**config.mk**
```make
export PLATFORM = sky130hd
export DESIGN_NAME = uart_tx_tick
export DESIGN_NICKNAME = d
export VERILOG_FILES = /design/src/rtl/uart_tx_tick_pkg.sv /design/src/rtl/uart_tx_tick.sv
export SDC_FILE = /design/constraint.sdc
export NUM_CORES = 1
export LEC_CHECK = 0
export BUFFER_PORTS_ARGS = -buffer_cell sky130_fd_sc_hd__buf_2
export CAP_MARGIN = 10
export CORE_MARGIN = 1
export CORE_UTILIZATION = 47
export DETAILED_ROUTE_END_ITERATION = 8
export PLACE_DENSITY = 0.74
export SETUP_SLACK_MARGIN = 0.4
export SYNTH_ARGS = -nofsm -noshare
export SYNTH_HDL_FRONTEND = slang
export SYNTH_SLANG_ARGS = --single-unit
```
**constraint.sdc**
```tcl
create_clock -name CLK -period 1.44 [get_ports CLK]
set_clock_uncertainty 0.05 [all_clocks]
set_input_delay 0.144 -clock CLK [delete_from_list [all_inputs] [get_ports CLK]]
set_output_delay 0.144 -clock CLK [all_outputs]
set_load 0.1 [all_outputs]
```
**src/rtl/uart_tx_tick_pkg.sv**
```systemverilog
`default_nettype none
// ============================================================================
// Module      : uart_tx_tick_pkg
// Description : Shared UART state encoding and frame-length helper.
// Revision    : 1.0 - initial release
// ============================================================================
package uart_tx_tick_pkg;

    localparam int c_STATE_W = 3;

    typedef enum logic [c_STATE_W-1:0] {
        ST_IDLE   = 3'd0,
        ST_ALIGN  = 3'd1,
        ST_START  = 3'd2,
        ST_DATA   = 3'd3,
        ST_PARITY = 3'd4,
        ST_STOP   = 3'd5
    } uart_state_t;

    // Bit periods from the start-bit falling edge to the end of the last stop bit.
    function automatic int uart_frame_bits(input int data_bits,
                                           input int parity_en,
                                           input int stop_bits);
        return 1 + data_bits + parity_en + stop_bits;
    endfunction

endpackage
`default_nettype wire

```
**src/rtl/uart_tx_tick.sv**
```systemverilog
`default_nettype none
// ============================================================================
// Module      : uart_tx_tick
// Description : UART transmitter paced by an external one-cycle bit-rate TICK.
// Revision    : 1.0 - initial release
// ============================================================================
module uart_tx_tick
    import uart_tx_tick_pkg::*;
#(
    parameter int DATA_BITS  = 8,
    parameter int PARITY_EN  = 0,
    parameter int PARITY_ODD = 0,
    parameter int STOP_BITS  = 1
) (
    input  logic                 CLK,
    input  logic                 RST,
    input  logic                 TICK,
    input  logic                 VALID,
    input  logic [DATA_BITS-1:0] DATA,
    output logic                 READY,
    output logic                 TX,
    output logic                 BUSY,
    output logic                 DONE
);

    localparam int                 c_CNT_W      = (DATA_BITS > 1) ? $clog2(DATA_BITS) : 1;
    localparam logic [c_CNT_W-1:0] c_LAST_BIT   = c_CNT_W'(DATA_BITS - 1);
    localparam logic               c_LAST_STOP  = (STOP_BITS > 1);
    localparam logic               c_PARITY_INV = (PARITY_ODD != 0);

    uart_state_t          r_state,    w_state_nxt;
    logic [DATA_BITS-1:0] r_shift,    w_shift_nxt;
    logic                 r_parity,   w_parity_nxt;
    logic [c_CNT_W-1:0]   r_bit_cnt,  w_bit_cnt_nxt;
    logic                 r_stop_cnt, w_stop_cnt_nxt;
    logic                 r_tx,       w_tx_nxt;
    logic                 r_done,     w_done_nxt;

    always_ff @(posedge CLK) begin
        if (RST) begin
            r_state    <= ST_IDLE;
            r_shift    <= '0;
            r_parity   <= 1'b0;
            r_bit_cnt  <= '0;
            r_stop_cnt <= 1'b0;
            r_tx       <= 1'b1;
            r_done     <= 1'b0;
        end else begin
            r_state    <= w_state_nxt;
            r_shift    <= w_shift_nxt;
            r_parity   <= w_parity_nxt;
            r_bit_cnt  <= w_bit_cnt_nxt;
            r_stop_cnt <= w_stop_cnt_nxt;
            r_tx       <= w_tx_nxt;
            r_done     <= w_done_nxt;
        end
    end

    always_comb begin
        w_state_nxt    = r_state;
        w_shift_nxt    = r_shift;
        w_parity_nxt   = r_parity;
        w_bit_cnt_nxt  = r_bit_cnt;
        w_stop_cnt_nxt = r_stop_cnt;
        w_tx_nxt       = r_tx;
        w_done_nxt     = 1'b0;

        case (r_state)
            ST_IDLE: begin
                w_tx_nxt = 1'b1;
                if (VALID) begin
                    w_shift_nxt  = DATA;
                    w_parity_nxt = (^DATA) ^ c_PARITY_INV;
                    w_state_nxt  = ST_ALIGN;
                end
            end
            // Waiting for a tick here keeps the start bit a full bit period long.
            ST_ALIGN: begin
                if (TICK) begin
                    w_tx_nxt    = 1'b0;
                    w_state_nxt = ST_START;
                end
            end
            ST_START: begin
                if (TICK) begin
                    w_tx_nxt      = r_shift[0];
                    w_bit_cnt_nxt = '0;
                    w_state_nxt   = ST_DATA;
                end
            end
            ST_DATA: begin
                if (TICK) begin
                    if (r_bit_cnt == c_LAST_BIT) begin
                        w_stop_cnt_nxt = 1'b0;
                        if (PARITY_EN != 0) begin
                            w_tx_nxt    = r_parity;
                            w_state_nxt = ST_PARITY;
                        end else begin
                            w_tx_nxt    = 1'b1;
                            w_state_nxt = ST_STOP;
                        end
                    end else begin
                        w_shift_nxt   = {1'b0, r_shift[DATA_BITS-1:1]};
                        w_tx_nxt      = r_shift[1];
                        w_bit_cnt_nxt = r_bit_cnt + c_CNT_W'(1);
                    end
                end
            end
            ST_PARITY: begin
                if (TICK) begin
                    w_tx_nxt       = 1'b1;
                    w_stop_cnt_nxt = 1'b0;
                    w_state_nxt    = ST_STOP;
                end
            end
            ST_STOP: begin
                if (TICK) begin
                    if (r_stop_cnt == c_LAST_STOP) begin
                        w_done_nxt  = 1'b1;
                        w_state_nxt = ST_IDLE;
                    end else begin
                        w_stop_cnt_nxt = r_stop_cnt + 1'b1;
                    end
                end
            end
            default: begin
                w_tx_nxt    = 1'b1;
                w_state_nxt = ST_IDLE;
            end
        endcase
    end

    assign READY = (r_state == ST_IDLE);
    assign BUSY  = (r_state != ST_IDLE);
    assign TX    = r_tx;
    assign DONE  = r_done;

endmodule
`default_nettype wire

```
Yosys cells after proc, flatten, opt, wreduce, memory -nomap -nowiden. Index checks and enable logic that the tools add are counted.

$add $sub $neg: 2. Multiply operators: 0. Div/mod/pow operators: 0. Order comparisons: 0. Equality and inequality tests: 15. Shifts and indexed selects: 0. Muxes and demuxes: 29. Bitwise operators: 2. Reductions and logical operators: 11.

Operators with widths (number): 2-to-1 mux 3 bit (11); 2-to-1 mux 8 bit (3); != test 2 bit (second input constant) (9); one-hot mux 3 bit (6 select lines) (1); one-hot mux 8 bit (2 select lines) (1); 2-to-1 mux 1 bit (10); AND reduction 5 bit (2); equality test 3 bit (second input constant) (3); AND reduction 4 bit (2); AND reduction 8 bit (1); equality test 3 x 2 -> 1 bit (second input constant) (2); one-hot mux 3 bit (2 select lines) (1); nonzero test 3 bit (2); one-hot mux 1 bit (5 select lines) (1); nonzero test 2 bit (2); adder 3 x 1 -> 3 bit (second input constant) (1); equality test 3 x 1 -> 1 bit (second input constant) (1); zero test 3 bit (1); one-hot mux 1 bit (3 select lines) (1); OR reduction 3 bit (1); NOT 1 bit (2); adder 1 bit (second input constant) (1).

Register bits: 17. Bits in latches: 0. RAM bits: 0. Memory bits (read-only): 0. Output and inout bits: 4. Logic and storage cells: 65. Memories: 0.

Depth between registers and ports, before layout. Gate-level depths: netlist of run 1.

Depth after elaboration: 4. Gate-level depth with buffers: 5. Depth with buffers taken out: 5.

Worst setup path after synthesis of run 1. No wires, ideal clock.

Path kind: register -> output. Start point: register r_state[0]. End point: output BUSY. Data arrival time: 3.965 ns. Path slack: -2.719 ns. Stages on the path, launching flop included: 4. Buffers on the path: 1. Cells stage by stage: dfxtp_1 > buf_2 > nor3_1 > inv_1.

Longest elaborated chain between the ends: 1.

RTL lines: start, declared (line uart_tx_tick.sv:31) `uart_state_t r_state, w_state_nxt;`; start signal, assigned (line uart_tx_tick.sv:49) `r_state <= w_state_nxt;`; nonzero test 3 bit (line uart_tx_tick.sv:134) `assign BUSY = (r_state != ST_IDLE);`; end, declared (line uart_tx_tick.sv:22) `output logic BUSY,`.

No other way between the ends.

Worst setup path after layout of run 1.
Start point: register r_bit_cnt[0]. End point: register r_shift[1].

Longest elaborated chain between the ends: 3.

RTL lines: start, declared (line uart_tx_tick.sv:34) `logic [c_CNT_W-1:0] r_bit_cnt, w_bit_cnt_nxt;`; start signal, assigned (line uart_tx_tick.sv:52) `r_bit_cnt <= w_bit_cnt_nxt;`; equality test 3 bit (line uart_tx_tick.sv:93) `if (r_bit_cnt == c_LAST_BIT) begin`; != test 2 bit (no source line); AND reduction 4 bit (no source line); end signal, assigned (line uart_tx_tick.sv:50) `r_shift <= w_shift_nxt;`; end, declared (line uart_tx_tick.sv:32) `logic [DATA_BITS-1:0] r_shift, w_shift_nxt;`.

No other way between the ends. A chain may end at the register's enable or synchronous reset.

==> run metrics, run 1 <==
R2R depth 6; Setup CP Type reg -> reg; reg-to-reg critical path startpoint r_bit_cnt[0]; wire per inst roughly 19 µm; via count ~920; pre-CTS setup slack -0.0870 ns; crit path from r_bit_cnt[0]; largest net degree at the start of global routing 16; Iter 0 DRT Violations 16; worst-margin pin slew between 0.3 and 0.4 ns; area of the multi-input gates about 600 µm²; final hold vios 0; outcome finished with violations; fill count 85; CTS buffer count 3; Synth top area share a little under two fifths; Post-route DRC 0; vias in the first global route between 800 and 900; initial antenna violation count 0; endpoint class of the critical path flip-flop; setup slack after layout -0.192 ns; RSZ-0062 raised after global routing true; I/O Buffers 15; slew margin rel. between 70 and 80%; clock sinks 16; Final #Nets approximately 140; WHS Endpoint r_shift[7]; Hold Buf Count CTS 0; io pins 16; Final Cycle Share 113%; synth unique cells 28; failing checks setup timing; Leakage ~0.56 nW; setup TNS -0.852 ns; Slew Limit Fails 0; Fmax between 0.6 and 0.7 GHz; Reg area 339 µm²; Setup Viol. Count Final 12; most common cell after layout, fill and taps aside buf_4; die area approximately 2000 µm²; RePlAce Congestion 0.785; synth top area cells dfxtp_1, a211oi_1, mux2i_1; GRT overflow 0; Synth Instances 90; worst hold path type in -> reg; Core ar. approximately 1600 µm²; cell area after synthesis 836 µm²; r2r setup slk -0.19 ns; Worst-path clk slew roughly 0.090 ns; Peak VDD IR a little under 0.7 mV; Min-Delay Path Depth 3; die width approximately 44 µm; DRT Pass-1 Iters 4; synthesized area per cell slightly above 9 µm²; commonest cells after routing, fill and taps aside buf_4, a211oi_1, buf_2, dfxtp_1; layout cells sized above 1 around three fifths; first-pass GRT wire length just under 4000 µm; Syn. warnings 0; WP data arrival 1.74 ns; synth-to-layout area growth 62.7%; pwr/cell area approximately 820 nW/µm²; die height approximately 44 µm; clock period minus worst slack about 1.6 ns; CTS Buffer Depth 2; vias per inst about 6.4; Startpoint Class flip-flop; reg-to-reg endpoint r_shift[1]; H-tree depth 1; Rows 14; sequential share of the synthesized area between 30% and 40%; syn_nets 104; CP Max Fanout 8; required time of the critical path around 1.6 ns; cell taking the most area after synthesis dfxtp_1; Hold Path Origin DATA[7]; Starting Density 53.0%; GRT Util Overall 27.2%; number of diodes 0; clk root buf clkbuf_4; post-route ant nets 0; Post-Route WL 2680 µm; post-synthesis sequential element count 16; clk_lat worst skew around 0.29 ns; CTS tree yes; detailed-placement wirelength estimate roughly 1400 µm; Max Cap Violations 0; Total Power ~1.1 mW
-- flip-flops by register name, indices dropped and copies added (netlist names) --
register,count
DONE,1
TX,1
r_state,3
r_shift,8
r_bit_cnt,3
-- power by group --
part	internal, mW	switching [mW]	leakage [nW]
clock network	0.0972	0.144	0.0138
logic	0.162	0.209	0.415
registers	0.472	0.0272	0.135
total	0.731	0.380	0.564
-- how the worst max path moves through the flow --
stage                               to  slack, ns
after detailed placement  r_bit_cnt[1]      -0.09
after CTS                 r_bit_cnt[2]      -0.08
after floorplan                   BUSY      -0.73
after global placement    r_bit_cnt[1]      -0.07
after global routing        r_shift[1]      -0.25
final                       r_shift[1]      -0.19
-- per-layer routing --
metal / GRT usage (%) / part of all wire [%] / up-vias
met2: 42.4 / 48 / 28
met4: 13.3 / 3.0 / 0
met1: 35.4 / 44 / 453
li1: - / - / 426
met3: 6.12 / 4.2 / 8
met5: 0 / 0 / -
-- through the flow --
step | utilization [%] | hold slack (ns) | instance area, µm² | cells
floorplan | - | 0.166 | 911 | 90
global placement | 69.1 | 0.361 | 1090 | 128
detailed placement | 69.1 | 0.352 | 1090 | 128
CTS | 77.9 | 0.0647 | 1230 | 139
global route | 86.3 | 0.0994 | 1360 | 144
finish | 86.3 | 0.0681 | 1360 | 144
-- logic make-up (layout without fill, tap and decap cells) --
kind of cell | Yosys count | count (layout) | synth area share [%]
AND/OR/NAND/NOR | 22 | 22 | 18.6
buffers and inverters | 11 | 49 | 5.39
adder cells (fa/ha/maj) | 2 | 2 | 2.99
AO/OA/AOI/OAI | 32 | 32 | 26.3
multiplexers | 7 | 7 | 8.38
flip-flops | 16 | 16 | 38.3
-- Yosys cell counts (all sizes together) --
cell type  count
buf            3
or3            1
o21ai          4
and3           1
o21a           2
nor4b          2
and2           1
and4b          1
clkbuf         3
nor2           1
o31ai          1
nand3b         5
or3b           1
a2111oi        3
nor3           3
ha             2
mux2i          7
a21oi          7
nand4          1
nand2          2
or4            2
nand4b         1
a211oi        14
inv            5
dfxtp         16
a21boi         1
-- critical path: stages (launching register included) --
cell	delay [ns]
dfxtp_2	0.36
ha_4	0.14
ha_4	0.13
buf_4	0.13
clkinvlp_4	0.18
a211oi_1	0.38
a211oi_1	0.12
-- repair_timing --
action / CTS / global route
buffers inserted: 8 / 5
cloned: 0 / 0
endpoints found under the setup margin: 20 / 20
pin swaps: 4 / 5
gates resized for setup: 17 / 26
-- final cells by class --
cell class	instances	area share (%)
clock buffer	3	1.66
timing repair buffer	41	26.2
inverter	5	1.66
multi-input combinational	63	44.1
tap	16	1.47
sequential	16	24.9
Note: power is estimated with default switching activity, not from simulation.
==> inputs of run 2 (changes only) <==
MAX_ROUTING_LAYER = met4   (was not set)
==> run metrics, run 2 (synthesis gave the netlist of run 1 again) <==
Peak VDD IR approximately 0.7 mV; Setup Viol. Count Final 12; Final #Nets between 100 and 150; setup slack after layout -0.198 ns; clk_lat worst skew 0.29 ns; required time of the critical path roughly 1.6 ns; clk root buf clkbuf_4; Fmax approximately 0.6 GHz; initial antenna violation count 0; Startpoint Class flip-flop; worst hold slack 0.0673 ns; largest net degree at the start of global routing 16; Worst-path clk slew 0.10 ns; vias per inst 6.32; Finished Layout Cells between 100 and 150; largest register by flop count r_shift; max reg flops 8; CP max-delay cell a211oi_1; Starting Density 53.0%; crit path from r_bit_cnt[0]; vias in the first global route 864; final instance area ~1400 µm²; reg-to-reg critical path startpoint r_bit_cnt[0]; post-route ant nets 0; endpoint class of the critical path flip-flop; first-pass GRT wire length slightly below 4000 µm; RSZ-0062 raised after global routing true; slew margin rel. 76.1%; failing checks setup timing; GRT overflow 0; worst-path cell chain ha_4 -> ha_4 -> buf_4 -> clkinvlp_4 -> a211oi_1 -> a211oi_1; H-tree depth 1; placed insts roughly 130; Setup CP Type reg -> reg; fill count between 80 and 90; pwr/cell area between 800 and 900 nW/µm²; commonest cells after routing, fill and taps aside buf_4, a211oi_1, buf_2, dfxtp_1; Core ar. around 1600 µm²; detailed-placement wirelength estimate 1350 µm; pre-CTS setup slack -0.0870 ns; area of the multi-input gates about 600 µm²; clock sinks 16; Leakage 0.564 nW; biggest regs r_shift (8), r_bit_cnt (3), r_state (3); worst-margin pin slew about 0.36 ns; die area 1950 µm²; DRT Pass-1 Iters 4; layout cells sized above 1 about 59%; Hold Buf Count CTS 0; die height approximately 44 µm; Crit path max-delay family compound AO/OA/AOI/OAI gates; wire per inst approximately 19 µm; WP data arrival about 1.8 ns; Crit path buffers/inverters 2; Cell Area, Placed 1090 µm²; Rows 14; Post-route DRC 0; GRT Util Overall 28.1%; CP Max Fanout 8; Final Cycle Share 114%; clock period minus worst slack around 1.6 ns; setup TNS -0.905 ns; Max Cap Violations 0; Slew Limit Fails 0; Hold Path Origin DATA[7]; via count slightly above 900; Iter 0 DRT Violations 23; Reg area around 340 µm²; Max stage delay on crit path between 0.3 and 0.4 ns; outcome finished with violations; CTS buffer count 3; CTS tree yes; Post-Route WL 2680 µm; CTS Buffer Depth 2; most common cell after layout, fill and taps aside buf_4; die width around 44 µm; io pins 16; RePlAce Congestion about 0.80; synth-to-layout area growth 62.7%; worst hold path type in -> reg; I/O Buffers 15; number of diodes 0; final hold vios 0
-- run 2: cell counts in the layout (fill, tap and decap cells not counted) --
Identical to the previous run, type by type.
-- run 2: power by group --
part | switching, mW | leakage [nW] | internal, mW
Combinational | 0.209 | 0.415 | 0.162
Sequential | 0.0274 | 0.135 | 0.472
Clock | 0.143 | 0.0138 | 0.0972
Total | 0.380 | 0.564 | 0.731
-- run 2: routing by layer --
layer / up-vias / global-route usage [%] / share of wire (%)
met5: - / - / 0
met2: 26 / 41.8 / 48
met1: 452 / 36.1 / 46
li1: 426 / - / -
met4: 0 / 13.3 / 2.5
met3: 6 / 6.12 / 3.3
-- run 2: final cells by class --
| class | count | area share, % |
|---|---|---|
| clock buffers | 3 | 1.66 |
| well taps | 16 | 1.47 |
| inverters | 5 | 1.66 |
| flip-flops and latches | 16 | 24.9 |
| multi-input cells | 63 | 44.1 |
| repair buffers | 41 | 26.2 |
-- run 2: final timing paths --
path / end / slack [ns] / cells after the start
max reg2reg: r_shift[1] / -0.20 / 6
min: r_shift[7] / 0.07 / 3
max: r_shift[1] / -0.20 / 6
min reg2reg: r_shift[7] / 0.43 / 2
-- run 2: worst min-delay path, cell delays in order --
cell,delay [ns]
buf_2,0.07
nand4_1,0.08
o21ai_1,0.07
-- run 2: timing repair --
item,CTS,global route
hold endpoints to repair,0,0
pin swaps,4,5
gates resized for setup,17,26
buffers inserted,8,5
endpoints found under the setup margin,20,20
-- run 2: metrics by stage --
stage	total power [mW]	utilization, %
floorplan	0.701	-
global placement	0.793	69.1
detailed placement	0.798	69.1
CTS	1.07	77.9
global route	1.15	86.3
finish	1.11	86.3
==> inputs of run 3 (changes only) <==
PLACE_DENSITY = 0.68   (was 0.74)
SKIP_LAST_GASP = 1   (was not set)
==> run metrics, run 3 (synthesis gave the netlist of run 1 again) <==
commonest cells after routing, fill and taps aside buf_4, a211oi_1, buf_2, dfxtp_1, mux2i_1; detailed-placement wirelength estimate about 1400 µm; R2R depth 5; H-tree depth 1; Post-Route WL about 2400 µm; I/O Buffers 15; Leakage roughly 0.55 nW; Post-route DRC 0; combinational power share about 31%; Min-Delay Path Depth 3; layout cells sized above 1 54.3%; CP max-delay cell or4_1; CP Max Fanout 2; DRT Pass-1 Iters 5; reg-to-reg critical path startpoint r_bit_cnt[0]; Max Cap Violations 0; Reg area about 340 µm²; vias in the first global route 788; final hold vios 0; initial antenna violation count 0; Hold Buf Count CTS 0; switching power share of the total 32.1%; Starting Density between 50% and 60%; Internal 794 µW; post-route ant nets 0; synth-to-layout area growth 58.5%; Psw around 380 µW; Peak VDD IR 0.819 mV; vias per inst about 6.2; Clock Power Share between 20% and 30%; max reg flops 8; met2 WL post-DR roughly 1100 µm; endpoint class of the critical path flip-flop; RePlAce Congestion 0.786; worst-margin pin slew a little under 0.3 ns; failing checks setup timing; Crit. path cell count 5; largest register by flop count r_shift; io pins 16; highest metal used met4; RSZ-0062 raised after global routing true; metal3 WL around 120 µm; wire per inst roughly 17 µm; worst-path cell chain ha_4 -> ha_4 -> inv_1 -> or4_1 -> a21oi_1; Core ar. 1580 µm²; Crit path max-delay family simple AND/OR/NAND/NOR gates; Setup Viol. Count Final 12; die width between 40 and 50 µm; biggest regs r_shift (8), r_bit_cnt (3), r_state (3); GRT overflow 0; Setup CP Type reg -> reg; Iter 0 DRT Violations 18; fill count 93; most repeated library cell on the critical path ha_4; r2r setup slk -0.11 ns; GRT Util Overall 27.8%; Worst-path clk slew roughly 0.10 ns; CTS Buffer Depth 2; clock sinks 16; Startpoint Class flip-flop; Crit path buffers/inverters 1; most common cell after layout, fill and taps aside buf_4; Final Cycle Share 107%; clock period minus worst slack 1.55 ns; setup slack after layout -0.106 ns; clk_lat worst skew around 0.29 ns; via count 880; largest net degree at the start of global routing 16; Slew Limit Fails 0; pwr/cell area 883 nW/µm²; outcome finished with violations; Reg power frac 42.5%; Final #Nets 142; worst hold slack 0.0637 ns; met1 wire length ~1100 µm; WHS Endpoint r_shift[7]; setup TNS -0.529 ns; number of diodes 0; worst hold path type in -> reg; WP data arrival ~1.7 ns; area of the multi-input gates around 560 µm²; die area around 2000 µm²; Max stage delay on crit path 0.52 ns; CTS buffer count 3; reg-to-reg endpoint r_bit_cnt[2]; required time of the critical path between 1.5 and 2 ns; Fmax ~0.65 GHz; die height 44.2 µm; slew margin rel. 79.8%; clk root buf clkbuf_4; Rows 14; Hold Path Origin DATA[7]; CTS tree yes; first-pass GRT wire length about 3800 µm
run 3: repair_timing:
item,in CTS,in global routing
buffers inserted,10,3
setup endpoints to repair,20,20
gates resized for setup,21,10
pin swaps,9,0
run 3: worst max path at each step:
| stage | from | slack, ns | end |
|---|---|---|---|
| floorplan | r_state[0] | -0.73 | BUSY |
| global placement | r_bit_cnt[0] | -0.06 | r_bit_cnt[1] |
| detailed placement | r_bit_cnt[1] | -0.09 | r_bit_cnt[2] |
| CTS | r_bit_cnt[0] | -0.10 | r_bit_cnt[2] |
| global route | r_bit_cnt[0] | -0.14 | r_bit_cnt[2] |
| finish | r_bit_cnt[0] | -0.11 | r_bit_cnt[2] |
run 3: stage by stage:
stage / utilization [%] / cells / power [mW] / setup slack [ns] / area (µm²)
finish: 84.0 / 143 / 1.17 / -0.106 / 1330
global route: 84.0 / 143 / 1.22 / -0.141 / 1330
floorplan: - / 90 / 0.701 / -0.730 / 911
detailed placement: 68.2 / 126 / 0.795 / -0.0857 / 1070
global placement: 68.2 / 126 / 0.790 / -0.0608 / 1070
CTS: 80.2 / 140 / 1.15 / -0.102 / 1260
run 3: per-layer routing:
layer	up-vias	GRT usage (%)
met5	-	-
met4	0	13.3
met3	4	3.27
met2	34	42.1
met1	418	36.9
li1	424	-
run 3: area by class of cell:
cell class	instances	area share [%]
multi-input cells	63	42.5
repair buffers	39	26.2
flip-flops and latches	16	25.4
clock buffers	4	2.74
inverters	5	1.70
well taps	16	1.51
run 3: power by group through the flow:
| stage | registers (mW) | clock network (mW) | logic, mW |
|---|---|---|---|
| after floorplan | 0.519 | 0 | 0.182 |
| after global placement | 0.510 | 0 | 0.280 |
| final | 0.498 | 0.307 | 0.365 |
| after detailed placement | 0.511 | 0 | 0.284 |
| after global routing | 0.501 | 0.329 | 0.385 |
| after CTS | 0.495 | 0.309 | 0.344 |
run 3: worst min-delay path, cell delays in order:
cell and delay, ns:
buf_2 0.08, nand4_1 0.08, o21ai_1 0.08
